File: config.mk
export PLATFORM = sky130hd
export DESIGN_NAME = i2c_slave_core
export DESIGN_NICKNAME = d
export VERILOG_FILES = /design/src/rtl/i2c_slave_core.sv
export SDC_FILE = /design/constraint.sdc
export NUM_CORES = 1
export LEC_CHECK = 0
export CAP_MARGIN = 0
export CORE_ASPECT_RATIO = 0.6
export CORE_MARGIN = 3
export CORE_UTILIZATION = 55
export DETAILED_ROUTE_END_ITERATION = 6
export GPL_ROUTABILITY_DRIVEN = 0
export MAX_ROUTING_LAYER = met4
export PLACE_DENSITY = 0.79
export SYNTH_ARGS = -nofsm -noshare
export SYNTH_HDL_FRONTEND = slang
export SYNTH_SLANG_ARGS = --single-unit
export TNS_END_PERCENT = 1
File: constraint.sdc
create_clock -name clk -period 2.6 [get_ports clk]
set_clock_uncertainty 0.05 [all_clocks]
set_input_delay 0.65 -clock clk [delete_from_list [all_inputs] [get_ports clk]]
set_output_delay 0.65 -clock clk [all_outputs]
set_load 0.005 [all_outputs]
File: src/rtl/i2c_slave_core.sv
// i2c_slave_core: I2C target that answers one 7-bit address, receives write bytes and returns read bytes
module i2c_slave_core #(
  parameter logic [6:0] SLAVE_ADDR       = 7'h50,
  parameter bit         ACK_DATA_DEFAULT = 1'b1
) (
  input  logic       clk,
  input  logic       reset,
  input  logic       scl_i,
  input  logic       sda_i,
  output logic       sda_oe,
  output logic [7:0] rx_data,
  output logic       rx_valid,
  input  logic       ack_en,
  input  logic [7:0] tx_data,
  input  logic       tx_valid,
  output logic       tx_req,
  output logic       addr_hit,
  output logic       start_det,
  output logic       stop_det,
  output logic       nack_det,
  output logic       busy
);
  typedef enum logic [2:0] {IDLE, ADDR, ADDR_ACK, WR_DATA, WR_ACK, RD_DATA, RD_ACK, IGNORE} state_t;
  state_t     state_q, state_d;
  logic [2:0] scl_q, sda_q;
  logic [3:0] cnt_q, cnt_d;
  logic [7:0] shift_q, shift_d, tx_q, tx_d, rx_data_q, rx_data_d;
  logic       rw_q, rw_d, ack_q, ack_d, oe_q, oe_d, busy_q, busy_d;
  logic       rv_pend_q, rv_pend_d, rx_valid_q, rx_valid_d, tx_req_q, tx_req_d;
  logic       hit_q, hit_d, start_q, start_d, stop_q, stop_d, nack_q, nack_d;
  logic       scl_s, sda_s, scl_rise, scl_fall, sda_rise, sda_fall, start_c, stop_c;
  logic [3:0] cnt_inc;
  logic [7:0] byte_in, tx_load;
  assign scl_s    = scl_q[1];
  assign sda_s    = sda_q[1];
  assign scl_rise = scl_s & ~scl_q[2];
  assign scl_fall = ~scl_s & scl_q[2];
  assign sda_rise = sda_s & ~sda_q[2];
  assign sda_fall = ~sda_s & sda_q[2];
  assign start_c  = sda_fall & scl_s;
  assign stop_c   = sda_rise & scl_s;
  assign cnt_inc  = cnt_q == 4'd8 ? cnt_q : cnt_q + 4'd1;
  assign byte_in  = {shift_q[6:0], sda_s};
  assign tx_load  = tx_valid ? tx_data : 8'hFF;
  assign sda_oe    = oe_q;
  assign rx_data   = rx_data_q;
  assign rx_valid  = rx_valid_q;
  assign tx_req    = tx_req_q;
  assign addr_hit  = hit_q;
  assign start_det = start_q;
  assign stop_det  = stop_q;
  assign nack_det  = nack_q;
  assign busy      = busy_q;
  // Register the synchronisers, FSM state and all registered outputs; sync chains preset to an idle bus
  always_ff @(posedge clk) begin
    if (reset) begin
      scl_q      <= 3'b111;
      sda_q      <= 3'b111;
      state_q    <= IDLE;
      cnt_q      <= '0;
      shift_q    <= '0;
      tx_q       <= '0;
      rx_data_q  <= '0;
      rw_q       <= 1'b0;
      ack_q      <= 1'b0;
      oe_q       <= 1'b0;
      busy_q     <= 1'b0;
      rv_pend_q  <= 1'b0;
      rx_valid_q <= 1'b0;
      tx_req_q   <= 1'b0;
      hit_q      <= 1'b0;
      start_q    <= 1'b0;
      stop_q     <= 1'b0;
      nack_q     <= 1'b0;
    end else begin
      scl_q      <= {scl_q[1:0], scl_i};
      sda_q      <= {sda_q[1:0], sda_i};
      state_q    <= state_d;
      cnt_q      <= cnt_d;
      shift_q    <= shift_d;
      tx_q       <= tx_d;
      rx_data_q  <= rx_data_d;
      rw_q       <= rw_d;
      ack_q      <= ack_d;
      oe_q       <= oe_d;
      busy_q     <= busy_d;
      rv_pend_q  <= rv_pend_d;
      rx_valid_q <= rx_valid_d;
      tx_req_q   <= tx_req_d;
      hit_q      <= hit_d;
      start_q    <= start_d;
      stop_q     <= stop_d;
      nack_q     <= nack_d;
    end
  end
  // Next-state logic: START/STOP override everything, otherwise SDA sampled on SCL rise and driven on SCL fall
  always_comb begin
    state_d    = state_q;
    cnt_d      = cnt_q;
    shift_d    = shift_q;
    tx_d       = tx_q;
    rx_data_d  = rx_data_q;
    rw_d       = rw_q;
    ack_d      = ack_q;
    oe_d       = oe_q;
    busy_d     = busy_q;
    rv_pend_d  = 1'b0;
    rx_valid_d = rv_pend_q;
    tx_req_d   = 1'b0;
    hit_d      = 1'b0;
    start_d    = 1'b0;
    stop_d     = 1'b0;
    nack_d     = 1'b0;
    if (start_c) begin
      state_d = ADDR;
      cnt_d   = '0;
      oe_d    = 1'b0;
      start_d = 1'b1;
    end else if (stop_c) begin
      state_d = IDLE;
      cnt_d   = '0;
      oe_d    = 1'b0;
      stop_d  = 1'b1;
      busy_d  = 1'b0;
    end else begin
      case (state_q)
        ADDR: if (scl_rise) begin
          shift_d = byte_in;
          cnt_d   = cnt_inc;
          if (cnt_q == 4'd7) begin
            cnt_d   = '0;
            oe_d    = 1'b0;
            state_d = byte_in[7:1] == SLAVE_ADDR ? ADDR_ACK : IGNORE;
            hit_d   = byte_in[7:1] == SLAVE_ADDR;
            busy_d  = busy_q | (byte_in[7:1] == SLAVE_ADDR);
            rw_d    = sda_s;
          end
        end
        ADDR_ACK: begin
          tx_req_d = scl_rise & rw_q;
          if (scl_fall && cnt_q == 4'd0) begin
            oe_d  = 1'b1;
            cnt_d = 4'd1;
          end else if (scl_fall) begin
            cnt_d   = '0;
            state_d = rw_q ? RD_DATA : WR_DATA;
            tx_d    = tx_load;
            oe_d    = rw_q & ~tx_load[7];
          end
        end
        WR_DATA: if (scl_rise) begin
          shift_d = byte_in;
          cnt_d   = cnt_inc;
          if (cnt_q == 4'd7) begin
            cnt_d     = '0;
            rx_data_d = byte_in;
            rv_pend_d = 1'b1;
            ack_d     = ack_en & ACK_DATA_DEFAULT;
            state_d   = WR_ACK;
          end
        end
        WR_ACK: if (scl_fall && cnt_q == 4'd0) begin
          oe_d  = ack_q;
          cnt_d = 4'd1;
        end else if (scl_fall) begin
          oe_d    = 1'b0;
          cnt_d   = '0;
          state_d = WR_DATA;
        end
        RD_DATA: if (scl_rise) begin
          tx_d  = {tx_q[6:0], 1'b0};
          cnt_d = cnt_inc;
        end else if (scl_fall) begin
          tx_d    = cnt_q == 4'd0 ? tx_load : tx_q;
          oe_d    = cnt_q == 4'd0 ? ~tx_load[7] : cnt_q == 4'd8 ? 1'b0 : ~tx_q[7];
          cnt_d   = cnt_q == 4'd8 ? 4'd0 : cnt_q;
          state_d = cnt_q == 4'd8 ? RD_ACK : RD_DATA;
        end
        RD_ACK: if (scl_rise) begin
          cnt_d    = '0;
          nack_d   = sda_s;
          tx_req_d = ~sda_s;
          state_d  = sda_s ? IGNORE : RD_DATA;
        end
        IGNORE: oe_d = 1'b0;
        default: begin
          state_d = IDLE;
          oe_d    = 1'b0;
          busy_d  = 1'b0;
        end
      endcase
    end
  end
endmodule

==> impl_metrics.toml <==
[clock_network]
postCtsSetupBuffers = 0
hold_buffers = 0
clock_latency_ns = 0.31
htreeDepth = 2
cts_sinks = 47
ctsResizeCount = 0
cts_tree = "yes"
cts.root.buffer_cell = "clkbuf_8"
clockBufferDepth = 2
clk_pin_slew_ns = 0.09
numCtsBuffers = 5

[global_route]
overflow = 0
antenna_found_initial = 0
track_usage = 0.2301
grt_pass1_vias = 1890
grt_pass1_wl_um = 9308
grt_max_degree = 38

[synth]
syn_area_per_cell_um2 = 8.634
yosysWarningCount = 0
syn_nets = 299
synth-seq-cells = 47
synth_area_leader_cell = "dfxtp_1"
syn_area_um2 = 2426
synthFlopType = "dfxtp_1"
yosys-top-cells-area = "dfxtp_1, mux2i_1, nor2_1"
synth-edff-count = 0
syn_inst = 281
synth_cell_types = 54
synth-async-reset-ratio = 0
ys_seq_area_frac = 0.3878
yosys.area.top_type_share = 0.3878

[sta]
period_share = 0.9290
final-setup-viol-count = 0
maxSlewViolCount = 0
fin_crit_ns = 2.415
fin_ws_ns = 0.1847
worstMarginPinSlew_ns = 0.7423
slew_headroom = 0.5045
tns_ns = 0
fmax_mhz = 414.0
rsz0062_at_grt = "no"
finalHoldViolCount = 0

[finish]
final_common_cell = "dfxtp_1"
multiInputGateArea_um2 = 1330
areaGrowthSynthToFinish_pct = 18.57
nets = 323
fillers = 322
regArea_um2 = 940.9
stdcell_count = 366
final_util = 0.6904
final_cell_mix = "dfxtp_1, nor2_1, clkdlybuf4s50_1"
antennaDiodeCount = 0
layout-drive-gt1-share = 0.1078

[min_path]
hold_end = "scl_q[1]"
holdCritStartpoint = "scl_q[0]"
hp-class = "register to register"
min_delay_path_depth = 1

[setup_path]
rr_endpoint = "state_q[2]"
cp_max_fo = 11
slowest_delay_ns = 0.52
crit_cells = 6
start_kind = "register"
cp_top_family = "compound AO/OA/AOI/OAI gates"
ff2ff_path_depth = 6
reg2reg_slack_ns = 0.18
cp.arrival_ns = 2.56
cp.required_ns = 2.74
worst-setup-path-type = "register to register"
path_buf_inv = 0
r2r_start = "scl_q[1]"
endpoint_kind = "register"
crit_slowest_cell = "a221oi_1"
path_cells = "ha_1 -> and3b_1 -> a221oi_1 -> o21ai_0 -> a22oi_1 -> nor2_1"

[power_and_ir_drop]
switchingPower_uw = 314.6
power_frac_clock = 0.407
comb_power_share = 0.060
leakage_nw = 1.012
p_total_mw = 1.371
p_seq_frac = 0.533
peakVddDrop_v = 0.0003135
internal-power_mw = 1.056
p_sw_frac = 0.2295
powerDensity_nw_per_um2 = 476.5

[run]
cap_violations = 0

[detailed_routing]
routed_via_density = 5.877
wl_per_cell_um = 15.13
dr.first_iter.drc_count = 173
num_vias = 2151
drc = 0
ant_nets = 0
drtPass1Iterations = 5
wl_um = 5539

[floorplan]
coreArea_um2 = 4167
placement_rows = 18
initial_utilization = 0.5823
die_h_um = 57.45
ios = 30
dieArea_um2 = 5270
die_w_um = 91.74

[place]
dp_hpwl_um = 3898
dp_cells = 358
dp_slack_ns = 0.2432
port_buffers = 29

[run_status]
status = "finished, final reports clean"
-- cells by family after synthesis --
family          count (synthesis)  share of synthesized area
simple gates                  104                     0.2228
compound gates                 61                     0.1831
flops                          47                     0.3878
buf+inv                        36                    0.06652
mux                            27                     0.1119
fa+ha+maj                       4                    0.02063
xor+xnor                        2                   0.007222
-- power by group through the flow --
stage / clock network [mW] / logic (mW) / registers [mW]
2_1_floorplan: 0 / 0.0483 / 0.744
3_3_place_gp: 0 / 0.0809 / 0.747
3_5_place_dp: 0 / 0.0806 / 0.747
4_1_cts: 0.571 / 0.0813 / 0.731
5_1_grt: 0.603 / 0.0903 / 0.732
6_report: 0.557 / 0.0825 / 0.731
-- synthesized netlist by cell type (3+ instances only) --
cell	number
dfxtp_1	47
nor2_1	41
mux2i_1	26
inv_1	15
nand2_1	15
a21oi_1	11
o21ai_0	11
buf_2	9
clkbuf_1	9
nand2b_1	8
or2_2	8
a31oi_1	7
nor2b_1	7
ha_1	4
nand3_1	4
nand3b_1	4
a211o_1	3
a211oi_1	3
a21boi_0	3
nand4b_1	3
o221ai_1	3
-- state kept, by name, summed over array words and instances (netlist names), 3 cells and up --
name     cells
rx_data      8
tx_q         8
shift_q      7
cnt_q        4
scl_q        3
sda_q        3
state_q      3
-- per-stage QoR --
stage	instance area [µm²]	hold WS, ns
after floorplan	2426	0.3395
after global placement	2760	0.3414
after detailed placement	2760	0.3471
after CTS	2877	0.3711
after global routing	2877	0.4064
final	2877	0.3730
-- worst reg2reg max path, stage by stage (launching register included) --
cell and delay, ns:
dfxtp_1 0.48, ha_1 0.50, and3b_1 0.25, a221oi_1 0.52
o21ai_0 0.23, a22oi_1 0.20, nor2_1 0.06
-- cell type report --
class	count	share of cell area
repair buffers	38	0.1244
multi-input cells	198	0.4624
clock inverters	3	0.01653
clock buffers	5	0.02392
inverters	15	0.01957
well taps	60	0.02610
flip-flops and latches	47	0.3271
-- metal layers --
metal / routed length (µm) / global-route usage
met5: 0 / -
met4: 90 / 0.06554
met3: 466 / 0.07773
met2: 2206 / 0.3022
met1: 2776 / 0.3312
-- how the worst max path moves through the flow --
stage	startpoint	to	slack, ns
2_1_floorplan	cnt_q[0]	tx_q[1]	0.72
3_3_place_gp	scl_q[1]	rx_data[3]	0.34
3_5_place_dp	scl_q[1]	rx_data[3]	0.24
4_1_cts	scl_q[1]	rx_data[3]	0.22
5_1_grt	scl_q[1]	rx_data[7]	0.06
6_report	scl_q[1]	state_q[2]	0.18
No activity file was read; power rests on OpenSTA's default activity.
